`config.mk`:
```
export PLATFORM = sky130hd
export DESIGN_NAME = div_unit
export DESIGN_NICKNAME = d
export VERILOG_FILES = /design/src/rtl/div_unit.sv
export SDC_FILE = /design/constraint.sdc
export NUM_CORES = 1
export LEC_CHECK = 0
export CAP_MARGIN = 10
export CORE_ASPECT_RATIO = 1.75
export CORE_MARGIN = 1.5
export CORE_UTILIZATION = 40
export DETAILED_ROUTE_END_ITERATION = 10
export SYNTH_ARGS = -nofsm -noshare
export SYNTH_HDL_FRONTEND = slang
export SYNTH_SLANG_ARGS = --single-unit
```
`constraint.sdc`:
```
create_clock -name clk -period 3.9 [get_ports clk]
set_input_delay 0.39 -clock clk [delete_from_list [all_inputs] [get_ports clk]]
set_output_delay 0.39 -clock clk [all_outputs]
set_load 0.02 [all_outputs]
```
`src/rtl/div_unit.sv`:
```
// div_unit -- sequential signed divider (MIPS div semantics).
//   Restoring shift-subtract on operand magnitudes (WIDTH iterations),
//   then one sign-fix cycle. Quotient goes to lo and remainder to hi.
//   Quotient truncates toward zero. Remainder takes the dividend's sign.
// Ports:
//   clk, reset (async active-low)
//   div_start, dividend, divisor : request, sampled only in IDLE
//   hi, lo                       : remainder / quotient, held between divides
//   busy                         : high while a divide is in flight
//   done                         : 1-cycle pulse when hi/lo were just updated
//   div_zero                     : 1-cycle pulse on a zero-divisor request
// Optional build macro DIV_EARLY_OUT_EN: when |dividend| < |divisor| the
//   result (lo=0, hi=dividend) is written on the start edge itself.
module div_unit #(
  parameter int WIDTH = 32
) (
  input  logic             clk,
  input  logic             reset,
  input  logic             div_start,
  input  logic [WIDTH-1:0] dividend,
  input  logic [WIDTH-1:0] divisor,
  output logic [WIDTH-1:0] hi,
  output logic [WIDTH-1:0] lo,
  output logic             busy,
  output logic             done,
  output logic             div_zero
);

  localparam int CW = $clog2(WIDTH + 1);

  typedef enum logic [1:0] {IDLE, CALC, FIX} state_t;

  state_t           state, state_n;
  logic [WIDTH-1:0] q, q_n;
  logic [WIDTH-1:0] r, r_n;   // partial remainder, always < M so WIDTH bits suffice
  logic [WIDTH:0]   m, m_n;   // |divisor| held unsigned (can be 2^(WIDTH-1))
  logic [CW-1:0]    cnt, cnt_n;
  logic             sign_q, sign_q_n, sign_r, sign_r_n;
  logic [WIDTH-1:0] hi_n, lo_n;
  logic             busy_n, done_n, div_zero_n;

  // operand magnitudes; -(-2^(WIDTH-1)) wraps to the correct unsigned value
  logic [WIDTH-1:0] abs_a, abs_b;
  assign abs_a = dividend[WIDTH-1] ? -dividend : dividend;
  assign abs_b = divisor[WIDTH-1]  ? -divisor  : divisor;

  // one restoring step: shift {R,Q} left, trial-subtract M
  logic [WIDTH:0]   r_sh;
  logic             ge;
  logic [WIDTH-1:0] diff;
  assign r_sh = {r, q[WIDTH-1]};
  assign ge   = (r_sh >= m);
  // true difference is < M <= 2^WIDTH, so the low WIDTH bits are exact
  assign diff = r_sh[WIDTH-1:0] - m[WIDTH-1:0];

  always_comb begin
    state_n    = state;
    q_n        = q;
    r_n        = r;
    m_n        = m;
    cnt_n      = cnt;
    sign_q_n   = sign_q;
    sign_r_n   = sign_r;
    hi_n       = hi;
    lo_n       = lo;
    busy_n     = busy;
    done_n     = 1'b0;
    div_zero_n = 1'b0;
    case (state)
      IDLE: begin
        if (div_start) begin
          if (divisor == '0) begin
            div_zero_n = 1'b1;
            done_n     = 1'b1;
          end
`ifdef DIV_EARLY_OUT_EN
          else if (abs_a < abs_b) begin
            lo_n   = '0;
            hi_n   = dividend;
            done_n = 1'b1;
          end
`endif
          else begin
            q_n      = abs_a;
            m_n      = {1'b0, abs_b};
            r_n      = '0;
            cnt_n    = CW'(WIDTH);
            sign_q_n = dividend[WIDTH-1] ^ divisor[WIDTH-1];
            sign_r_n = dividend[WIDTH-1];
            busy_n   = 1'b1;
            state_n  = CALC;
          end
        end
      end
      CALC: begin
        if (ge) begin
          r_n = diff;
          q_n = {q[WIDTH-2:0], 1'b1};
        end else begin
          r_n = r_sh[WIDTH-1:0];
          q_n = {q[WIDTH-2:0], 1'b0};
        end
        cnt_n = cnt - 1'b1;
        if (cnt == CW'(1)) state_n = FIX;
      end
      FIX: begin
        lo_n    = sign_q ? -q : q;
        hi_n    = sign_r ? -r : r;
        done_n  = 1'b1;
        busy_n  = 1'b0;
        state_n = IDLE;
      end
      default: state_n = IDLE;
    endcase
  end

  always_ff @(posedge clk or negedge reset) begin
    if (!reset) begin
      state    <= IDLE;
      q        <= '0;
      r        <= '0;
      m        <= '0;
      cnt      <= '0;
      sign_q   <= 1'b0;
      sign_r   <= 1'b0;
      hi       <= '0;
      lo       <= '0;
      busy     <= 1'b0;
      done     <= 1'b0;
      div_zero <= 1'b0;
    end else begin
      state    <= state_n;
      q        <= q_n;
      r        <= r_n;
      m        <= m_n;
      cnt      <= cnt_n;
      sign_q   <= sign_q_n;
      sign_r   <= sign_r_n;
      hi       <= hi_n;
      lo       <= lo_n;
      busy     <= busy_n;
      done     <= done_n;
      div_zero <= div_zero_n;
    end
  end

endmodule

```
* After elaboration in Yosys (flattened, before gate mapping)
Index checks and enable logic that the tools add are counted.
** Storage, ports and cells
- Bits in registers :: 173
- Input bits :: 67
** Cells by class
- Add/sub/neg operators :: 6
- $lt $le $gt $ge :: 1
- Equal/unequal tests :: 6
- Multiplexer cells :: 26
- Bitwise gates (word level) :: 2
- Reductions and logical operators :: 8
** Operators with widths (number)
- $mux 32 :: 9
- $neg 32->32 :: 4
- $pmux 32 s2 :: 2
- $ge 33x32->1 :: 1
- $logic_not 32->1 :: 1
- $sub 32x32->32 :: 1
- $mux 6 :: 2
- $pmux 6 s2 :: 1
- $reduce_and 3->1 :: 4
- $eq 6x1->1 const B :: 1
- $mux 1 :: 6
- $mux 2 :: 3
- $ne 2x2->1 const B :: 3
- $sub 6x1->6 const B :: 1
- $pmux 1 s2 :: 2
- $pmux 2 s2 :: 1
- $reduce_bool 2->1 :: 2
- $eq 2x1->1 const B :: 1
- $eq 2x2->1 const B :: 1
- $logic_not 2->1 :: 1
- $not 1->1 :: 1
- $xor 1x1->1 :: 1

* Logic depth before layout (Yosys ltp)
Gate-level depths: netlist of the first run.
- Depth in word-level cells :: 5
- Depth in mapped cells :: 13
- Depth with buffers taken out :: 12

* Least setup slack after synthesis of the first run
OpenSTA, ideal clock, no wires.
- Path type :: flip-flop to flip-flop
- From :: register r[17]
- To :: register r[19]
- Data arrival time :: 3.129 ns
- Required time :: 3.833 ns
- Slack :: 0.704 ns
- Cell stages (with the launch flop) :: 12
- Path buffers :: 2
- Clock period less this slack :: 3.196 ns
- Cells stage by stage :: dfrtp_1 ha_1 clkbuf_1 a21o_1 a21o_1 a21o_1 and3_1 or4_1 a41o_1 clkbuf_1 nor2_1 a221o_1
** Between the ends
- Longest elaborated chain between the ends :: 3
** Ends and longest elaborated chain
- start: declaration :: RTL line 35 : logic [WIDTH-1:0] r, r_n;
- start signal: assignment :: RTL line 134 : r <= r_n;
- $sub 32x32->32 / $ge 33x32->1 (equally long branches) :: RTL line 54, 52
- $mux 32 * :: RTL line 96 : if (ge) begin
- $pmux 32 s2 * :: RTL line 69 : case (state)
Mark *: on every way between the ends. The rest lies on a longest branch, timed or not.
A chain may end at the register's enable or synchronous reset.

* Worst setup path in the final report of the first run
- From :: register r[7]
- To :: register r[20]
Same word-level chain as after synthesis.

==> results of run 1 <==
## worst paths after layout
path / from / end / slack [ns]
worst min register to register: lo[8]$_DFFE_PN0P_ / lo[8]$_DFFE_PN0P_ / 0.47
worst min-delay path: reset / m[7]$_DFFE_PN0P_ / -0.02
min in group clk: lo[8]$_DFFE_PN0P_ / lo[8]$_DFFE_PN0P_ / 0.47
worst max-delay path: r[7]$_DFFE_PN0P_ / r[20]$_DFFE_PN0P_ / 0.29
max in group asynchronous: reset / m[4]$_DFFE_PN0P_ / 2.89
worst max register to register: r[7]$_DFFE_PN0P_ / r[20]$_DFFE_PN0P_ / 0.29
## power groups by stage
| stage | Clock (W) | Combinational, W | Sequential, W |
|---|---|---|---|
| after floorplan | 0 | 0.00455 | 0.00352 |
| after global placement | 0 | 0.00657 | 0.00345 |
| after detailed placement | 0 | 0.00665 | 0.00348 |
| after CTS | 0.00204 | 0.00668 | 0.00345 |
| after global routing | 0.00211 | 0.00742 | 0.00358 |
| final | 0.00199 | 0.00665 | 0.00344 |
## flip-flops by register name, summed over array words and instances, names as in the netlist, 2 cells and up
register and count:
cnt 6, hi 32, lo 32, m 32, q 32, r 32, state 2
## final cells by class
type                            instances  area, µm²
Fill cell                            2579      13300
Multi-Input combinational cell        943       6160
Timing Repair Buffer                  162       1630
Sequential cell                       173       4330
Inverter                               53        199
Clock inverter                         10        208
Tap cell                              364        455
Clock buffer                           22        484
## layout by cell type, fill, tap and decap left out, types with 11 or more instances in the layout
cell             netlist  routed
nor2_1                49      49
clkdlybuf4s50_1        0     132
xnor2_1               48      48
ha_1                  38      38
o21ai_0              172     172
or4_1                 20      20
inv_1                 53      53
o41ai_1               12      12
nand4_1               14      14
a21oi_1               37      37
a221o_1               28      28
buf_4                  0      23
o31ai_1               37      37
nand3_1               14      13
mux2i_1               24      24
a21o_1                16      16
clkbuf_16              0      17
xor2_1               104     104
nor3_1                14      14
nand2_1              182     182
a22oi_1               12      12
dfrtp_1              173     173
nor4_1                11      11
## per-layer routing
| layer | part of all wire (%) | wire length, µm | vias up | track usage [%] |
|---|---|---|---|---|
| met1 | 40 | 11400 | 4399 | 23.1 |
| met3 | 2.8 | 800 | 30 | 3.14 |
| met4 | 2.1 | 587 | 0 | 7.54 |
| met5 | 0 | 0 | - | 0 |
| met2 | 55 | 15400 | 193 | 38.6 |
| li1 | - | - | 4626 | - |
## logic make-up (layout without fill, tap and decap cells)
kind of cell	count (synthesis)	after routing
compound gates	358	358
xor+xnor	152	152
fa+ha+maj	39	39
buf+inv	122	247
flops	173	173
mux	24	24
simple gates	370	370
## worst max-delay path, delay by kind of cell, from the launching register on
family                   cells  cell delay (ns)
AO/OA/AOI/OAI                6             1.76
AND/OR/NAND/NOR              2             0.88
flip-flops                   1             0.44
adder cells (fa/ha/maj)      1             0.40
## stage by stage
stage / setup slack, ns / instances / instance area [µm²]
after floorplan: 0.704 / 1238 / 10900
after global placement: 0.172 / 1695 / 12800
after detailed placement: 0.110 / 1695 / 12800
after CTS: 0.344 / 1727 / 13500
after global routing: 0.154 / 1727 / 13500
final: 0.287 / 1727 / 13500
==> summary.txt, run 1 <==
Die
  • Die height: ~220 µm
  • Core ar.: ~27000 µm²
  • Initial cell density of the core: 40.8%
  • IO Count: 134
  • Die ar.: between 20000 and 30000 µm²
  • Cell Rows: between 70 and 80
  • DIE WIDTH: about 130 µm

Global routing
  • Global route overflow: 0
  • Vias in the first global route: 9168
  • Initial antenna violation count: 0
  • Global-route total usage across every layer: 20.6%
  • Largest net degree at the start of global routing: around 90
  • First-pass GRT wire length: ~46000 µm

Routing
  • Routed Wire Length: about 28000 µm
  • Via density: 5.35
  • DR pass1 iterations: 5
  • Post-route ant nets: 0
  • Total number of vias: just over 9000
  • Initial drt markers: 491
  • WL/cell: 16.3 µm
  • DRC violations left: 0

Logic synthesis
  • Syn_area_per_cell: about 8.8 µm²
  • Largest family of logic cells by synthesized area: compound AO/OA/AOI/OAI gates
  • Main flop type after synthesis: dfrtp_1
  • Compound-Gate Fraction of Synth Area: about a fifth
  • Largest cells by area after synthesis: dfrtp_1, xor2_1, o21ai_0
  • Mapped Cells: between 1000 and 1500
  • Most numerous cell in the Yosys netlist: nand2_1
  • YS warnings: 0
  • XOR/XNOR Fraction of Synth Area: between 10% and 20%
  • Post-synth top area share: about 40%
  • Yosys cell types: 63
  • Seq/Total Area, Yosys: roughly 40%
  • Adder-Cell Fraction of Synth Area: under 10%
  • Simple-gate share of the synthesized area: between 10% and 20%
  • Largest area contributor in the netlist: dfrtp_1
  • Ys async rst share: 100%
  • EDFF count, synth: 0
  • Multiplexer area fraction after synthesis: 2.20%
  • Register bit total from synthesis: between 150 and 200
  • Post-Synthesis Cell Area: 10900 µm²
  • Synthesized net count: 1344
  • Post-synth top cells: nand2_1, dfrtp_1, o21ai_0

Finish
  • Final antenna diode count: 0
  • Fin util: 50.3%
  • Layout area overhead: 23.1%
  • Ratio of cells with drive above 1 in the final layout: between 6 and 7%
  • Nets@finish: between 1000 and 1500

Pwr
  • Worst ir drop on vdd: between 400 and 500 µV
  • Tot Pwr: around 0.012 W
  • P_leak: approximately 5.8 nW
  • Combinational Power Share: 55.0%
  • Switching Power: approximately 0.0052 W
  • Pint: 0.00693 W
  • Clock power share: ~17%
  • Seq pwr share: approximately 28%
  • Switching Share: roughly 43%
  • PwrDens: approximately 900 nW/µm²

STA
  • RSZ-0062 raised after global routing: false
  • Hold_ws: -0.0197 ns
  • Period utilization: 92.6%
  • Slew headroom: 29.2%
  • Slew Viols, Final: 0
  • Hold Vio Cnt, Final: 10
  • TNS Setup: 0 ns
  • Worst-Margin Slew: ~1.1 ns
  • Max frequency: 277 MHz
  • Final min period: 3.61 ns
  • Setup violations, final: 0
  • Clk_skew: between 0.005 and 0.006 ns

CTS
  • CTS tree: yes
  • # hold bufs at CTS: 0
  • Sink Count: 173
  • Post-CTS sizing: 0
  • Worst-path clk slew: about 0.060 ns
  • Post-CTS Setup Inserts: 0
  • Total CTS buffers: 17
  • Root Driver: clkbuf_16
  • Max Buffers Root-to-Sink: 2
  • H-tree Lvls: 4
  • Clk Latency, worst-skew pair: 0.45 ns

Critical path
  • Worst EP required: around 4.2 ns
  • Worst Reg-to-Reg Cells: 9
  • Biggest cell delay along the critical path: ~0.6 ns
  • Critical path arrival: roughly 3.9 ns
  • CP Capture Type: register
  • Critical Path Fanout Max: 8
  • WS Path Type: register to register
  • Startpoint Class: register
  • Critical-path top delay cell: or4_1
  • Critical-path cell list: ha_1 -> a21oi_1 -> o21ai_0 -> a221oi_1 -> a31oi_1 -> or4_1 -> a41o_1 -> and2_1 -> a221o_1

Status
  • Status: complete, but fails checks
  • Failing checks: negative hold slack

Place
  • Number of port buffers: approximately 130
  • GP Congestion: around 0.89
  • Detailed Place HPWL: roughly 22000 µm

Hold path
  • Worst min-delay path category: primary input to asynchronous set/reset pin

Flow run
  • Number of max-cap violations: 0
No activity file was read; power rests on OpenSTA's default activity.
==> run 2: changes to the inputs <==
CAP_MARGIN = 20   (was 10)
GPL_TIMING_DRIVEN = 0   (was default)
==> run 2 against run 1 <==
Effect of this change:
- the flow now finishes without violations
- worst hold slack improved by 0.49 ns
- clock skew rose by 0.0049 ns
- count of clock-buffer cells in the layout shrank 1
- register-to-register slack got worse by 0.15 ns
- critical path type is now primary input to register
- largest cell class unchanged
==> summary.txt, run 2 (same netlist as run 1, synthesis figures left out) <==
CTS
  • Root Driver: clkbuf_16
  • Sink Count: about 170
  • H-tree Lvls: 4
  • Worst-path clk slew: ~0.06 ns
  • Clk Latency, worst-skew pair: ~0.46 ns
  • Total CTS buffers: 17
  • CTS tree: yes
  • Post-CTS Setup Inserts: 0
  • Max Buffers Root-to-Sink: 2

Global routing
  • Initial antenna violation count: 0
  • Global route hottest layer: met2
  • GRT met2 Usage: a little under half
  • First-pass GRT wire length: 51300 µm
  • Vias in the first global route: roughly 9700
  • Largest net degree at the start of global routing: ~110
  • Met3 track demand over resource: 3.31%
  • Routing usage on met1: around a quarter
  • Global-route total usage across every layer: 23.6%
  • Global route overflow: 0

Pwr
  • Seq pwr share: between 20 and 30%
  • Switching Share: between 40% and 50%
  • Clock power share: 13.7%
  • Switching Power: 0.00538 W
  • P_leak: around 5.7 nW
  • Pint: 0.00644 W
  • PwrDens: around 890 nW/µm²
  • Combinational Power Share: between 50 and 60%
  • Worst ir drop on vdd: ~400 µV

Critical path
  • Biggest cell delay along the critical path: ~0.67 ns
  • Startpoint Class: primary input
  • Critical-path cell list: clkdlybuf4s50_1 -> or4_1 -> nor3_1 -> nand4b_1 -> or2_1 -> or4_1 -> nand3_1 -> buf_2 -> nor2_1 -> a221o_1
  • Critical Path Fanout Max: 10
  • Worst EP required: 4.24 ns
  • CP Capture Type: register
  • Critical-path top delay cell: or4_1
  • Worst Reg-to-Reg Cells: 12
  • WS Path Type: primary input to register
  • RR Endpoint: r[8]$_DFFE_PN0P_
  • Worst reg2reg setup slack: roughly 0.14 ns
  • Crit path top cell by count: or4_1
  • Origin of the critical flop-to-flop path: r[9]$_DFFE_PN0P_
  • Critical path arrival: ~4.1 ns

STA
  • Slew headroom: between 40% and 50%
  • RSZ-0062 raised after global routing: false
  • Hold Vio Cnt, Final: 0
  • Worst-Margin Slew: roughly 0.76 ns
  • Slew Viols, Final: 0
  • Clk_skew: approximately 0.011 ns
  • Setup violations, final: 0
  • Max frequency: between 200 and 300 MHz
  • Final min period: 3.77 ns
  • Period utilization: between 90% and 100%

Die
  • Initial cell density of the core: 40.8%
  • Die height: between 200 and 250 µm
  • Die ar.: between 20000 and 30000 µm²
  • Core ar.: roughly 27000 µm²
  • Cell Rows: 79
  • IO Count: ~130
  • DIE WIDTH: about 130 µm

Finish
  • Layout area overhead: 22.0%
  • Ratio of cells with drive above 1 in the final layout: 4.70%
  • Final antenna diode count: 0
  • Commonest non-fill, non-tap cell in the layout: nand2_1
  • Commonest non-fill, non-tap cells in the layout: nand2_1, dfrtp_1, o21ai_0
  • Post-route cell area: 13300 µm²
  • Nets@finish: around 1500
  • Fin util: about half

Routing
  • Routed Wire Length: around 33000 µm
  • DRC violations left: 0
  • Total number of vias: around 9500
  • Post-route ant nets: 0
  • WL/cell: roughly 19 µm
  • Via density: about 5.4
  • DR pass1 iterations: 8
  • Initial drt markers: between 500 and 600

Place
  • Placed Instance Area: around 13000 µm²
  • GP Congestion: ~0.90
  • Number of port buffers: about 130
  • Detailed Place HPWL: around 26000 µm

Hold path
  • Sink of the worst hold path: lo[12]$_DFFE_PN0P_
  • Worst min-delay path category: register to register
  • Hold Startpoint: lo[12]$_DFFE_PN0P_
  • Worst Hold Depth: 2

Flow run
  • Number of max-cap violations: 0

Status
  • Status: finished, final reports clean
run 2: area by class of cell:
type,instances,area (µm²)
plain buffers,69,280
clock buffers,21,480
clock inverters,10,66.3
fillers,2573,13400
inverters,53,199
multi-input cells,943,6160
flip-flops and latches,173,4330
well taps,364,455
repair buffers,135,1370
run 2: per-stage QoR:
stage	setup WS (ns)	std cells	hold slack (ns)	TNS, ns	total power [W]
finish	0.127	1768	0.473	0	0.0118
floorplan	0.704	1238	0.0944	0	0.00807
global route	0.00237	1768	0.500	0	0.0128
global placement	-4.77	1735	0.462	-847.97	0.0101
detailed placement	-0.577	1736	0.379	-31.13	0.0102
CTS	0.0480	1768	0.484	0	0.0119
run 2: how the worst max path moves through the flow:
stage	end	startpoint	cells past startpoint
after floorplan	r[19]$_DFFE_PN0P_	r[17]$_DFFE_PN0P_	11
after global placement	lo[2]$_DFFE_PN0P_	reset	1
after detailed placement	m[0]$_DFFE_PN0P_	divisor[2]	11
after CTS	r[8]$_DFFE_PN0P_	r[9]$_DFFE_PN0P_	12
after global routing	m[25]$_DFFE_PN0P_	divisor[6]	11
final	q[18]$_DFFE_PN0P_	divisor[6]	10
run 2: timing repair:
action | CTS | global route
hold endpoints to repair | 66 | 0
hold buffers | 1 | 0
resized for setup | 6 | 6
setup endpoints to repair | 48 | 44
run 2: per-layer routing:
layer,wire (µm),up-vias
li1,-,4716
met1,12200,4530
met2,18400,227
met3,997,52
met4,1180,0
met5,0,-
run 2: critical path: cells and delay by family:
kind / cells / cell delay [ns]
and+or+nand+nor: 7 / 2.55
AOI/OAI and AO/OA: 1 / 0.27
buffers and inverters: 2 / 0.89
run 2: power by group through the flow:
| stage | clock (W) | combinational (W) | sequential (W) |
|---|---|---|---|
| floorplan | 0 | 0.00455 | 0.00352 |
| global placement | 0 | 0.00668 | 0.00343 |
| detailed placement | 0 | 0.00677 | 0.00345 |
| CTS | 0.00164 | 0.00680 | 0.00341 |
| global route | 0.00171 | 0.00755 | 0.00353 |
| finish | 0.00162 | 0.00678 | 0.00342 |
==> run 3: changes to the inputs <==
CORE_ASPECT_RATIO = default   (was 1.75)
==> run 3 against run 2 <==
Effect of this change:
- worst hold slack lost 0.026 ns
- wire length shrank 7.0%
- flip-flop and latch count is the same
- largest cell class unchanged
- clock power grew 6%
- non-clock buffer count is the same
- highest routed layer unchanged
- combinational power shrank 0.6%
- critical path depth is the same
- via count grew 0.10%
- first-iteration DRC count grew 8.4%
==> summary.txt, run 3 (same netlist as run 1, synthesis figures left out) <==
Pwr
  • PwrDens: 893 nW/µm²
  • Switching Share: 46.2%
  • Switching Power: ~0.0055 W
  • Worst ir drop on vdd: between 300 and 400 µV
  • Pint: approximately 0.0064 W
  • Clock power share: 14.4%
  • Seq pwr share: between 20 and 30%
  • Combinational Power Share: between 50% and 60%
  • Tot Pwr: 0.0119 W
  • P_leak: ~5.7 nW

CTS
  • Sink Count: 173
  • Root Driver: clkbuf_16
  • CTS tree: yes
  • Worst-path clk slew: roughly 0.08 ns
  • Clk Latency, worst-skew pair: 0.44 ns
  • Total CTS buffers: 17
  • H-tree Lvls: 4
  • Max Buffers Root-to-Sink: 2
  • Post-CTS Setup Inserts: 0

Routing
  • Via density: 5.46
  • Total number of vias: about 9500
  • DRC violations left: 0
  • DR pass1 iterations: 5
  • Initial drt markers: 556
  • Routed Wire Length: ~30000 µm
  • Post-route ant nets: 0
  • WL/cell: 17.5 µm

Critical path
  • Startpoint Class: primary input
  • CP Capture Type: register
  • Critical-path top delay cell: or4_1
  • Critical Path Fanout Max: 10
  • Buf/Inv on CP: 3
  • Origin of the critical flop-to-flop path: r[9]$_DFFE_PN0P_
  • Biggest cell delay along the critical path: 0.63 ns
  • Critical-path cell list: clkdlybuf4s50_1 -> or4_1 -> nor3_1 -> nand4b_1 -> or2_1 -> or4_1 -> nand3_1 -> buf_2 -> buf_2 -> o21ai_0
  • Critical path arrival: around 4 ns
  • Worst EP required: 4.20 ns
  • Setup crit start: divisor[6]
  • CP top delay family: simple AND/OR/NAND/NOR gates
  • WS Path Type: primary input to register

STA
  • Slew headroom: between 40% and 50%
  • Setup violations, final: 0
  • Period utilization: around 95%
  • Setup WS post-layout: slightly above 0.2 ns
  • RSZ-0062 raised after global routing: false
  • Hold Vio Cnt, Final: 0
  • Worst-Margin Slew: between 0.8 and 0.9 ns
  • Final min period: between 3 and 4 ns
  • Max frequency: between 200 and 300 MHz
  • Slew Viols, Final: 0
  • Clk_skew: about 0.013 ns

Finish
  • Final-layout fill cell count: between 2000 and 3000
  • Ratio of cells with drive above 1 in the final layout: under 10%
  • Layout area overhead: 22.0%
  • Commonest non-fill, non-tap cell in the layout: nand2_1
  • Fin util: between 40% and 50%
  • Multi-input gate area: 6160 µm²
  • Nets@finish: 1498
  • Final antenna diode count: 0
  • Register area: 4330 µm²
  • Commonest non-fill, non-tap cells in the layout: nand2_1, dfrtp_1, o21ai_0
  • Post-route insts no fill: between 1500 and 2000

Die
  • Core ar.: 26900 µm²
  • Die ar.: about 28000 µm²
  • IO Count: between 100 and 150
  • Cell Rows: 60
  • Initial cell density of the core: roughly two fifths
  • DIE WIDTH: about 170 µm
  • Die height: between 150 and 200 µm

Global routing
  • Initial antenna violation count: 0
  • First-pass GRT wire length: between 40000 and 50000 µm
  • Global route overflow: 0
  • Vias in the first global route: about 8900
  • Global-route total usage across every layer: between 20% and 30%
  • Largest net degree at the start of global routing: about 120

Place
  • Number of port buffers: ~130
  • Pre-CTS setup slack: -0.293 ns
  • Detailed Place HPWL: between 20000 and 25000 µm
  • GP Congestion: roughly 0.9
  • Placed cell count: about 1700

Status
  • Status: finished, final reports clean

Hold path
  • Worst min-delay path category: primary input to asynchronous set/reset pin

Flow run
  • Number of max-cap violations: 0
[run 3: cell type report]
class	count	area share, %
clock inverter	15	1.25
clock buffer	17	3.19
tap	341	3.20
multi-input combinational	943	46.1
timing repair buffer	135	10.3
inverter	53	1.49
sequential	173	32.4
buffer	69	2.02
[run 3: worst reg2reg max path, delay by kind of cell, from the launching register on]
family	cells	cell delay, ns
fa+ha+maj	1	0.33
compound gates	6	1.31
simple gates	1	0.56
mux	1	0.15
flops	1	0.48
buf+inv	3	0.67
[run 3: per-layer routing]
| metal | up-vias | routed length [µm] | track usage, % |
|---|---|---|---|
| li1 | 4736 | - | - |
| met1 | 4566 | 15500 | 33.2 |
| met2 | 209 | 13400 | 33.8 |
| met3 | 24 | 1320 | 3.15 |
| met4 | 0 | 265 | 4.43 |
| met5 | - | 0 | 0 |
[run 3: per-stage QoR]
stage | hold slack, ns | instance area, µm² | setup TNS [ns]
final | 0.447 | 13300 | 0
after global routing | 0.490 | 13300 | 0
after CTS | 0.474 | 13300 | 0
after detailed placement | 0.348 | 12700 | -8.07
after global placement | 0.462 | 12700 | -828.29
after floorplan | 0.0944 | 10900 | 0
[run 3: power by group through the flow]
stage	Combinational (W)	Sequential [W]	Clock (W)
4_1_cts	0.00671	0.00345	0.00175
2_1_floorplan	0.00455	0.00352	0
6_report	0.00674	0.00347	0.00172
5_1_grt	0.00755	0.00359	0.00182
3_3_place_gp	0.00662	0.00346	0
3_5_place_dp	0.00669	0.00349	0
[run 3: final timing paths]
check	endpoint	slack [ns]	depth (start not counted)
setup / recovery	state[0]$_DFFE_PN0P_	0.21	10
hold / removal	m[9]$_DFFE_PN0P_	0.45	2
setup reg to reg	r[11]$_DFFE_PN0P_	0.31	12
hold reg to reg	lo[25]$_DFFE_PN0P_	0.48	2
max in group asynchronous	lo[0]$_DFFE_PN0P_	2.51	3
min in group clk	lo[25]$_DFFE_PN0P_	0.48	2
[run 3: repair_timing]
action,CTS,global route
endpoints found under the setup margin,0,32
resized for setup,0,5
hold buffers,1,0
hold endpoints to repair,58,0
